### config.mk
export PLATFORM = sky130hd
export DESIGN_NAME = microseq_pc
export DESIGN_NICKNAME = d
export VERILOG_FILES = /design/src/rtl/microseq_pc.sv
export SDC_FILE = /design/constraint.sdc
export NUM_CORES = 1
export LEC_CHECK = 0
export CAP_MARGIN = 20
export CORE_UTILIZATION = 30
export DETAILED_ROUTE_END_ITERATION = 12
export REMOVE_ABC_BUFFERS = 1
export SLEW_MARGIN = 20
export SYNTH_ARGS = -nofsm -noshare
export SYNTH_HDL_FRONTEND = slang
export SYNTH_SLANG_ARGS = --single-unit
### constraint.sdc
create_clock -name clk -period 5.05 [get_ports clk]
set_input_delay 1.01 -clock clk [delete_from_list [all_inputs] [get_ports clk]]
set_output_delay 1.01 -clock clk [all_outputs]
set_load 0.01 [all_outputs]
### src/rtl/microseq_pc.sv
// microseq_pc: registered microprogram sequencer.
// Holds the micro-PC and computes the next control-store address from the
// current sequencing op, the next-address field, the IR opcode and a
// selectable datapath flag. A small return stack supports micro-subroutines.
// Overflow, underflow and illegal-op conditions latch into sticky flags.
// upc_next is the address upc takes at the next enabled edge, so a
// synchronous control-store ROM can be addressed with it directly.
//
// Optional build macro: MICROSEQ_LOOP_EN
//   When defined, adds an internal loop counter. Ops 110 (LDCNT) and
//   111 (LOOP) become legal. Without it, both codes are reserved: they
//   redirect to FETCH_ADDR and set illegal.

module microseq_pc #(
    parameter int AW         = 5,
    parameter int NFLAGS     = 4,
    parameter int SDEPTH     = 4,
    parameter int FETCH_ADDR = 0,
    localparam int CSW       = (NFLAGS > 1) ? $clog2(NFLAGS) : 1,
    localparam int SPW       = $clog2(SDEPTH + 1)
) (
    input  logic              clk,
    input  logic              rst_n,
    input  logic              en,
    input  logic              abort,
    input  logic [2:0]        ctrl,
    input  logic [AW-1:0]     na,
    input  logic [AW-1:0]     opcode,
    input  logic [NFLAGS-1:0] flags,
    input  logic [CSW-1:0]    cond_sel,
    input  logic              cond_pol,
    output logic [AW-1:0]     upc,
    output logic [AW-1:0]     upc_next,
    output logic [SPW-1:0]    sp,
    output logic              stk_ovf,
    output logic              stk_unf,
    output logic              illegal
);

    typedef enum logic [2:0] {
        OP_NEXT      = 3'b000,
        OP_DISPATCH  = 3'b001,
        OP_CJUMP     = 3'b010,
        OP_CALL      = 3'b011,
        OP_RET       = 3'b100,
        OP_CDISPATCH = 3'b101,
        OP_LDCNT     = 3'b110,
        OP_LOOP      = 3'b111
    } op_e;

    localparam logic [AW-1:0]  FETCH_A = AW'(FETCH_ADDR);
    localparam logic [SPW-1:0] SP_FULL = SPW'(SDEPTH);

    logic [AW-1:0] stack [SDEPTH];
    logic [AW-1:0] inc;
    logic [AW-1:0] top;
    logic          cond;
    logic          stk_full;
    logic          stk_empty;
    logic          push;
    logic          pop;
    logic          set_ovf;
    logic          set_unf;
    logic          set_ill;
    logic          adv;

`ifdef MICROSEQ_LOOP_EN
    logic [AW-1:0] lcnt;
    logic [AW-1:0] lcnt_next;
`endif

    // Sequential increment wraps from the top address to 0.
    assign inc       = upc + 1'b1;
    assign stk_full  = (sp == SP_FULL);
    assign stk_empty = (sp == '0);
    assign adv       = en && !abort;

    // Condition: selected flag matches polarity; out-of-range selects are false.
    always_comb begin
        cond = 1'b0;
        for (int i = 0; i < NFLAGS; i++) begin
            if (cond_sel == CSW'(i)) begin
                cond = (flags[i] == cond_pol);
            end
        end
    end

    // Top-of-stack read: entry sp-1, chosen by compare to avoid width games.
    always_comb begin
        top = FETCH_A;
        for (int i = 0; i < SDEPTH; i++) begin
            if (sp == SPW'(i + 1)) begin
                top = stack[i];
            end
        end
    end

    // Next-address decode and side-effect requests for the current op.
    always_comb begin
        upc_next = upc;
        push     = 1'b0;
        pop      = 1'b0;
        set_ovf  = 1'b0;
        set_unf  = 1'b0;
        set_ill  = 1'b0;
`ifdef MICROSEQ_LOOP_EN
        lcnt_next = lcnt;
`endif
        case (op_e'(ctrl))
            OP_NEXT:      upc_next = na;
            OP_DISPATCH:  upc_next = opcode;
            OP_CJUMP:     upc_next = cond ? na : inc;
            OP_CALL: begin
                // A full stack drops the return address but still jumps.
                upc_next = na;
                if (stk_full) begin
                    set_ovf = 1'b1;
                end else begin
                    push = 1'b1;
                end
            end
            OP_RET: begin
                // Returning with nothing stacked restarts at fetch.
                if (stk_empty) begin
                    upc_next = FETCH_A;
                    set_unf  = 1'b1;
                end else begin
                    upc_next = top;
                    pop      = 1'b1;
                end
            end
            OP_CDISPATCH: upc_next = cond ? opcode : na;
`ifdef MICROSEQ_LOOP_EN
            OP_LDCNT: begin
                lcnt_next = na;
                upc_next  = inc;
            end
            OP_LOOP: begin
                // Body runs lcnt+1 times: branch back while count is nonzero.
                if (lcnt != '0) begin
                    lcnt_next = lcnt - 1'b1;
                    upc_next  = na;
                end else begin
                    upc_next  = inc;
                end
            end
`else
            OP_LDCNT, OP_LOOP: begin
                upc_next = FETCH_A;
                set_ill  = 1'b1;
            end
`endif
            default: begin
                upc_next = FETCH_A;
                set_ill  = 1'b1;
            end
        endcase
    end

    // Control registers: reset and abort force fetch and clear sticky state.
    always_ff @(posedge clk or negedge rst_n) begin
        if (!rst_n) begin
            upc     <= FETCH_A;
            sp      <= '0;
            stk_ovf <= 1'b0;
            stk_unf <= 1'b0;
            illegal <= 1'b0;
        end else if (abort) begin
            upc     <= FETCH_A;
            sp      <= '0;
            stk_ovf <= 1'b0;
            stk_unf <= 1'b0;
            illegal <= 1'b0;
        end else if (en) begin
            upc <= upc_next;
            if (push) begin
                sp <= sp + 1'b1;
            end else if (pop) begin
                sp <= sp - 1'b1;
            end
            stk_ovf <= stk_ovf | set_ovf;
            stk_unf <= stk_unf | set_unf;
            illegal <= illegal | set_ill;
        end
    end

    // Return-stack storage: contents are don't-care after reset, so no reset.
    always_ff @(posedge clk) begin
        if (adv && push) begin
            for (int i = 0; i < SDEPTH; i++) begin
                if (sp == SPW'(i)) begin
                    stack[i] <= inc;
                end
            end
        end
    end

`ifdef MICROSEQ_LOOP_EN
    // Loop counter: cleared by reset/abort, updated only on enabled edges.
    always_ff @(posedge clk or negedge rst_n) begin
        if (!rst_n) begin
            lcnt <= '0;
        end else if (abort) begin
            lcnt <= '0;
        end else if (en) begin
            lcnt <= lcnt_next;
        end
    end
`endif

endmodule

==> results of run 1 <==
cell families (layout without fill, tap and decap cells):
kind of cell,after synthesis,after routing,synth area share
xor+xnor,6,6,0.0317
mux,9,9,0.0554
buf+inv,13,52,0.0284
fa+ha+maj,7,7,0.0462
flops,31,31,0.462
compound gates,43,43,0.183
simple gates,64,64,0.193
per-layer routing:
| metal | vias to the layer above | track usage | part of all wire |
|---|---|---|---|
| li1 | 727 | - | - |
| met1 | 705 | 0.193 | 0.46 |
| met2 | 36 | 0.255 | 0.50 |
| met3 | 4 | 0.0189 | 0.037 |
| met4 | 0 | 0.0536 | 0.010 |
| met5 | - | 0 | 0 |
layout make-up:
class	count	area, um2
sequential	31	876
clock inverter	3	43.8
inverter	5	18.8
timing repair buffer	39	390
tap	75	93.8
multi-input combinational	129	966
clock buffer	5	68.8
fill	572	3530
sequential cells by signal, indices dropped and copies added (netlist names):
name	count
illegal	1
sp	3
stack	20
stk_unf	1
stk_ovf	1
upc	5
metrics by stage:
stage                     hold WS [ns]  utilization
after floorplan                  0.529            -
after global placement           0.495        0.391
after detailed placement         0.491        0.391
after CTS                        0.507        0.410
after global routing             0.533        0.410
final                            0.499        0.410
synth_stat cells, types with 2 or more instances:
library cell | count | share of area
a21o_1 | 3 | 0.012
a211oi_2 | 2 | 0.013
and2_1 | 5 | 0.017
nand3_1 | 3 | 0.0079
xnor2_1 | 4 | 0.018
nand2_1 | 16 | 0.032
nor2_1 | 13 | 0.026
inv_1 | 5 | 0.0099
buf_2 | 3 | 0.0079
o21ai_0 | 3 | 0.0079
edfxtp_1 | 20 | 0.32
and3_1 | 3 | 0.0099
mux2i_1 | 6 | 0.032
nor3b_1 | 2 | 0.0079
ha_1 | 7 | 0.046
o21ai_1 | 5 | 0.013
a221oi_2 | 3 | 0.024
clkbuf_1 | 4 | 0.0079
a21oi_1 | 6 | 0.016
dfrtp_1 | 11 | 0.15
and3b_1 | 5 | 0.023
a311oi_1 | 4 | 0.018
a22oi_1 | 3 | 0.012
nand3b_1 | 4 | 0.016
a31oi_1 | 4 | 0.013
nor3_1 | 3 | 0.0079
report_power, final:
part / switching [mW] / internal (mW)
clock network: 0.0925 / 0.147
logic: 0.0529 / 0.0539
registers: 0.00513 / 0.278
total: 0.150 / 0.478
worst min path at each step:
stage | start | to | slack, ns | depth (start not counted)
2_1_floorplan | illegal | illegal | 0.53 | 2
3_5_place_dp | illegal | illegal | 0.49 | 2
3_3_place_gp | illegal | illegal | 0.49 | 2
4_1_cts | illegal | illegal | 0.51 | 2
5_1_grt | illegal | illegal | 0.53 | 2
6_report | illegal | illegal | 0.50 | 2
worst max-delay path, cell delays in order:
cell,delay (ns)
clkdlybuf4s50_1,0.55
mux4_2,0.55
xor2_2,0.33
a31oi_1,0.15
a211oi_2,0.27
nand2_1,0.08
clkdlybuf4s50_1,0.48
==> impl_metrics.toml, run 1 <==
[grt]
grt_pass1_wl_mm = 7.40
track_usage = 0.149
grt_pass1_vias = 1535
antenna_found_initial = 0
grt_max_degree = 17
grt-ovfl-total = 0

[critical_path]
criticalPathCategory = "primary input to output port"
path_max_fanout = 5
ff2ff_path_depth = 7
critPathRequiredTime_ns = 4.04
ff2ff_setup_slack_ns = 2.80
critPathArrivalTime_ns = 3.42
timing.rr.end = "upc[3]"
timing.rr.start = "sp[2]"
crit_path_start = "cond_sel[0]"
crit_path_end_kind = "output port"
crit_end = "upc_next[3]"
worstSetupStartpointType = "primary input"

[routing]
routedWlPerCell_um = 15.1
drc = 0
final_antenna_net_count = 0
vias = 1472
drt-total-wl_mm = 4.35
via_per_inst = 5.13
drt_pass1_iterations = 4
drt-initial-drc-count = 40

[synthesis]
ys_ff_latch = 31
synth.distinct_cells = 52
synth_edf_count = 20
yosysWarnings = 0
async_flop_share = 0.355
seq_area_frac_synth = 0.462
syn_inst = 173
synth_area_per_cell_um2 = 11.0
synth_ff_type = "edfxtp_1"
syn_area_um2 = 1900

[clocking]
clkLatencyLatePin_ns = 0.28
clk_pin_slew_ns = 0.06
cts_resized = 0
cts_hold_repair.buffers = 0
post_cts_buffers = 0
clockBufferDepth = 2
cts_max_level = 2
cts_tree = "yes"
cts_buffers = 5
cts_sinks = 31
root_buffer = "clkbuf_8"

[finish]
layout_common_cells = "clkdlybuf4s50_1, edfxtp_1, nand2_1, nor2_1, dfrtp_1"
drive_gt1_frac = 0.104
stdcell_area_um2 = 2460
nets = 242
final_common_cell = "clkdlybuf4s50_1"
finalNonFillerCells = 287
areaGrowthSynthToFinish_pct = 29.6
antenna_cells = 0

[floorplan]
die-area_um2 = 6640
coreArea_um2 = 5990
die_w_um = 81.5
start_util = 0.316
die-height_um = 81.5
ios = 40
fp-row-count = 28

[hold_path]
min_path_type = "flop to flop"

[sta]
setup_slack_ns = 0.622
setup_violations = 0
skew_ns = 0.00323
drv_slew = 0
period_share = 0.877
tightestPinTransition_ns = 0.566
fin_setup_tns_ns = 0
hold_violations = 0
rsz0062_at_grt = "false"
fmax_mhz = 226
layout_min_cycle_time_ns = 4.43
slew_headroom = 0.622

[power_and_ir_drop]
ir_drop_mv = 0.127
powerDensity_nw_per_um2 = 256
p_total_uw = 629
p_leak_nw = 0.901

[place]
portBuffers = 39
dpl_cell_area_um2 = 2340
dp_hpwl_mm = 3.42
place.gp.congestion = 0.783
pre_cts_ws_ns = 0.614
placedCellCount = 279

[run]
maxCapViolCount = 0

[run_status]
status = "finished clean"
Note: power is estimated with default switching activity, not from simulation.
==> inputs of run 2 (changes only) <==
--- a/config.mk
+++ b/config.mk
@@ -6,8 +6,12 @@
 export NUM_CORES = 1
 export LEC_CHECK = 0
 export CAP_MARGIN = 20
+export CELL_PAD_IN_SITES_DETAIL_PLACEMENT = 1
+export CELL_PAD_IN_SITES_GLOBAL_PLACEMENT = 2
 export CORE_UTILIZATION = 30
+export CTS_BUF_LIST = sky130_fd_sc_hd__clkbuf_4
 export DETAILED_ROUTE_END_ITERATION = 12
+export PLACE_DENSITY_LB_ADDON = 0.1
 export REMOVE_ABC_BUFFERS = 1
 export SLEW_MARGIN = 20
 export SYNTH_ARGS = -nofsm -noshare
==> run 2 against run 1 <==
Compared with the run above: register-to-register slack got worse by 0.07 ns; flip-flop and latch count did not move; critical path depth did not move; maximum frequency fell by 2.2%; sequential power barely moved; design area fell by 1.2%; highest routed layer unchanged; global-route usage rose by 2.4 points.
==> impl_metrics.toml, run 2 (synthesis gave the netlist of run 1 again) <==
[run_status]
status = "finished clean"

[routing]
wl_met1_mm = 2.32
drt-initial-drc-count = 44
vias = 1523
drt_pass1_iterations = 4
wl_met3_um = 160
drc = 0
via_per_inst = 5.29
drt-total-wl_mm = 5.04
final_antenna_net_count = 0
routedWlPerCell_um = 17.5
dr_wl_met2_mm = 2.53
highest_layer = "met4"

[critical_path]
critPathArrivalTime_ns = 3.52
path_max_fanout = 5
worstSetupStartpointType = "primary input"
crit_path_end_kind = "output port"
ff2ff_setup_slack_ns = 2.73
criticalPathCategory = "primary input to output port"
critPathRequiredTime_ns = 4.04

[clocking]
clockBufferDepth = 2
cts_sinks = 31
cts_tree = "yes"
clkLatencyLatePin_ns = 0.33
cts_buffers = 5
cts_max_level = 2
cts_resized = 0
cts_hold_repair.buffers = 0
clk_pin_slew_ns = 0.09
root_buffer = "clkbuf_4"
post_cts_buffers = 0

[finish]
stdcell_area_um2 = 2430
areaGrowthSynthToFinish_pct = 28.1
regMostFlops = "stack"
antenna_cells = 0
final_common_cell = "clkdlybuf4s50_1"
drive_gt1_frac = 0.103
layout_common_cells = "clkdlybuf4s50_1, edfxtp_1, nand2_1, nor2_1, dfrtp_1"
largest_reg_flops = 20
nets = 243
fin_util = 0.405
reg_top3 = "stack x20, upc x5, sp x3"

[place]
dp_hpwl_mm = 3.94
dpl_cell_area_um2 = 2350
place.gp.congestion = 0.712
portBuffers = 39

[floorplan]
die-height_um = 81.5
ios = 40
start_util = 0.316
die-area_um2 = 6640
die_w_um = 81.5
coreArea_um2 = 5990
fp-row-count = 28

[sta]
skew_ns = 0.0109
fmax_mhz = 221
slew_headroom = 0.570
hold_violations = 0
drv_slew = 0
rsz0062_at_grt = "false"
layout_min_cycle_time_ns = 4.53
fin_setup_tns_ns = 0
setup_violations = 0
period_share = 0.896
tightestPinTransition_ns = 0.642

[grt]
track_usage = 0.173
antenna_found_initial = 0
grt-ovfl-total = 0
grt_pass1_vias = 1646
grt_pass1_wl_mm = 8.46
grt_max_degree = 17

[power_and_ir_drop]
ir_drop_mv = 0.124
powerDensity_nw_per_um2 = 239
p_leak_nw = 0.890
p_total_uw = 581

[run]
maxCapViolCount = 0

[hold_path]
min_path_type = "flop to flop"
-- run 2: changes by cell type in the layout (fill, tap and decap cells not counted), sizes merged --
cell,change
buf,+1
-- run 2: worst paths after layout --
path	from	to	cells past startpoint
max	cond_sel[0]	upc_next[3]	7
min	stk_ovf	stk_ovf	2
max reg2reg	sp[2]	upc[3]	7
min reg2reg	stk_ovf	stk_ovf	2
max in group asynchronous	rst_n	sp[2]	1
min in group asynchronous	rst_n	upc[1]	1
-- run 2: through the flow --
stage | worst slack [ns] | hold WS (ns) | std cells
3_3_place_gp | 0.608 | 0.488 | 280
5_1_grt | 0.414 | 0.570 | 288
2_1_floorplan | 1.75 | 0.529 | 165
4_1_cts | 0.514 | 0.523 | 288
6_report | 0.523 | 0.514 | 288
3_5_place_dp | 0.525 | 0.497 | 280
-- run 2: layout make-up --
| type | instances | area, um2 |
|---|---|---|
| Clock buffer | 5 | 37.5 |
| Clock inverter | 3 | 38.8 |
| Fill cell | 652 | 3560 |
| Inverter | 5 | 18.8 |
| Multi-Input combinational cell | 129 | 966 |
| Sequential cell | 31 | 876 |
| Tap cell | 75 | 93.8 |
| Timing Repair Buffer | 40 | 398 |
-- run 2: worst max-delay path, cell delays in order --
cell and delay, ns:
clkdlybuf4s50_1 0.56, mux4_2 0.55, xor2_2 0.34, a31oi_1 0.18
a211oi_2 0.28, nand2_1 0.10, clkdlybuf4s50_1 0.49
-- run 2: per-layer routing --
layer | track usage | up-vias
met3 | 0.0322 | 4
li1 | - | 729
met4 | 0.0464 | 0
met5 | 0 | -
met1 | 0.219 | 758
met2 | 0.300 | 32
-- run 2: where the power goes --
part	total [mW]	switching, mW	leakage, nW	internal (mW)
logic	0.109	0.0549	0.518	0.0545
clock network	0.188	0.0866	0.0426	0.102
registers	0.283	0.00582	0.330	0.277
==> inputs of run 3 (changes only) <==
--- a/config.mk
+++ b/config.mk
@@ -5,9 +5,9 @@
 export SDC_FILE = /design/constraint.sdc
 export NUM_CORES = 1
 export LEC_CHECK = 0
-export CAP_MARGIN = 20
 export CELL_PAD_IN_SITES_DETAIL_PLACEMENT = 1
 export CELL_PAD_IN_SITES_GLOBAL_PLACEMENT = 2
+export CORE_MARGIN = 5
 export CORE_UTILIZATION = 30
 export CTS_BUF_LIST = sky130_fd_sc_hd__clkbuf_4
 export DETAILED_ROUTE_END_ITERATION = 12
==> run 3 against run 2 <==
Compared with the run above: power fell by 8.8%; worst setup slack improved by 0.056 ns; non-clock buffer count did not move; register-to-register slack got worse by 0.05 ns; worst hold slack improved by 0.029 ns; first-iteration DRC count rose by 16%; via count fell by 3.0%; sequential share of layout area rose by 0.41 points; critical endpoint is now upc_next[1].
==> impl_metrics.toml, run 3 (synthesis gave the netlist of run 1 again) <==
[routing]
drt-total-wl_mm = 5.32
via_per_inst = 5.11
drt_pass1_iterations = 4
drt-initial-drc-count = 51
routedWlPerCell_um = 18.4
vias = 1477
final_antenna_net_count = 0
drc = 0

[sta]
period_share = 0.885
rsz0062_at_grt = "false"
drv_slew = 0
setup_violations = 0
skew_ns = 0.0229
fin_setup_tns_ns = 0
layout_min_cycle_time_ns = 4.47
tightestPinTransition_ns = 0.617
fmax_mhz = 224
hold_violations = 0
slew_headroom = 0.587

[critical_path]
ff2ff_path_depth = 7
ff2ff_setup_slack_ns = 2.68
path_max_fanout = 4
crit_path_start = "cond_sel[0]"
critPathRequiredTime_ns = 4.04
timing.rr.start = "sp[0]"
crit_path_end_kind = "output port"
critPathArrivalTime_ns = 3.46
timing.rr.end = "upc[0]"
worstSetupStartpointType = "primary input"
criticalPathCategory = "primary input to output port"

[finish]
regArea_um2 = 876
reg_top3 = "stack x20, upc x5, sp x3"
multi_input_area_um2 = 966
fin_util = 0.385
layout_common_cells = "clkdlybuf4s50_1, edfxtp_1, nand2_1, nor2_1, dfrtp_1"
drive_gt1_frac = 0.0991
areaGrowthSynthToFinish_pct = 26.7
fillers = 701
antenna_cells = 0
final_common_cell = "clkdlybuf4s50_1"
regMostFlops = "stack"
largest_reg_flops = 20
nets = 243

[hold_path]
min_path_type = "flop to flop"
hold_end = "illegal"
hold_start = "illegal"
hold_depth = 2

[floorplan]
die-height_um = 89.5
start_util = 0.304
die_w_um = 89.5
coreArea_um2 = 6240
fp-row-count = 29
die-area_um2 = 8010
ios = 40

[power_and_ir_drop]
p_leak_nw = 0.876
powerDensity_nw_per_um2 = 221
power.switching_uw = 148
p_clk_frac = 0.258
internal_power_uw = 381
swShare = 0.280
pwr-share-seq = 0.535
ir_drop_mv = 0.0646
power_frac_comb = 0.207

[place]
portBuffers = 39
dp_hpwl_mm = 4.24
place.gp.congestion = 0.731

[clocking]
cts_hold_repair.buffers = 0
cts_resized = 0
cts_max_level = 2
post_cts_buffers = 0
clk_pin_slew_ns = 0.11
clockBufferDepth = 2
cts_tree = "yes"
clkLatencyLatePin_ns = 0.33
cts_sinks = 31
root_buffer = "clkbuf_4"
cts_buffers = 5

[grt]
track_usage = 0.146
grt_pass1_vias = 1715
grt_pass1_wl_mm = 8.85
grt_max_degree = 17
antenna_found_initial = 0
grt-ovfl-total = 0

[run]
maxCapViolCount = 0

[run_status]
status = "finished clean"
## run 3: changes by cell type in the layout (fill, tap and decap cells not counted), sizes merged
cell,change
bufinv,-1
## run 3: per-stage QoR
stage	setup slack (ns)	std cells	hold WS (ns)	instance area [um2]	power [mW]
global placement	0.604	282	0.488	2350	0.397
CTS	0.576	289	0.544	2400	0.537
detailed placement	0.590	282	0.517	2350	0.399
finish	0.579	289	0.543	2400	0.530
global route	0.445	289	0.588	2400	0.556
floorplan	1.75	165	0.529	1860	0.337
## run 3: layer usage
layer	GRT usage	vias to the layer above	part of all wire
li1	-	729	-
met1	0.187	722	0.46
met2	0.258	22	0.51
met3	0.0221	4	0.023
met4	0.0365	0	0.0081
met5	0	-	0
## run 3: final cells by class
cell class	count	share of cell area
Sequential cell	31	0.365
Tap cell	77	0.0401
Clock inverter	2	0.00365
Clock buffer	5	0.0156
Inverter	5	0.00782
Multi-Input combinational cell	129	0.402
Timing Repair Buffer	40	0.166
## run 3: worst max-delay path by stage
stage | endpoint | slack (ns)
2_1_floorplan | upc_next[3] | 1.75
5_1_grt | upc_next[3] | 0.45
3_5_place_dp | upc_next[1] | 0.59
3_3_place_gp | upc_next[3] | 0.60
6_report | upc_next[1] | 0.58
4_1_cts | upc_next[3] | 0.58
## run 3: worst max-delay path, stage by stage
cell and delay, ns:
clkdlybuf4s50_1 0.56, mux2i_1 0.31, mux2_2 0.41, nor3_4 0.36, a221oi_2 0.13, nand2_1 0.12
clkdlybuf4s50_1 0.54
## run 3: power by group through the flow
stage	Sequential [mW]	Clock [mW]	Combinational, mW
global route	0.284	0.152	0.120
floorplan	0.289	0	0.0485
global placement	0.288	0	0.109
finish	0.283	0.136	0.110
CTS	0.283	0.143	0.111
detailed placement	0.289	0	0.111
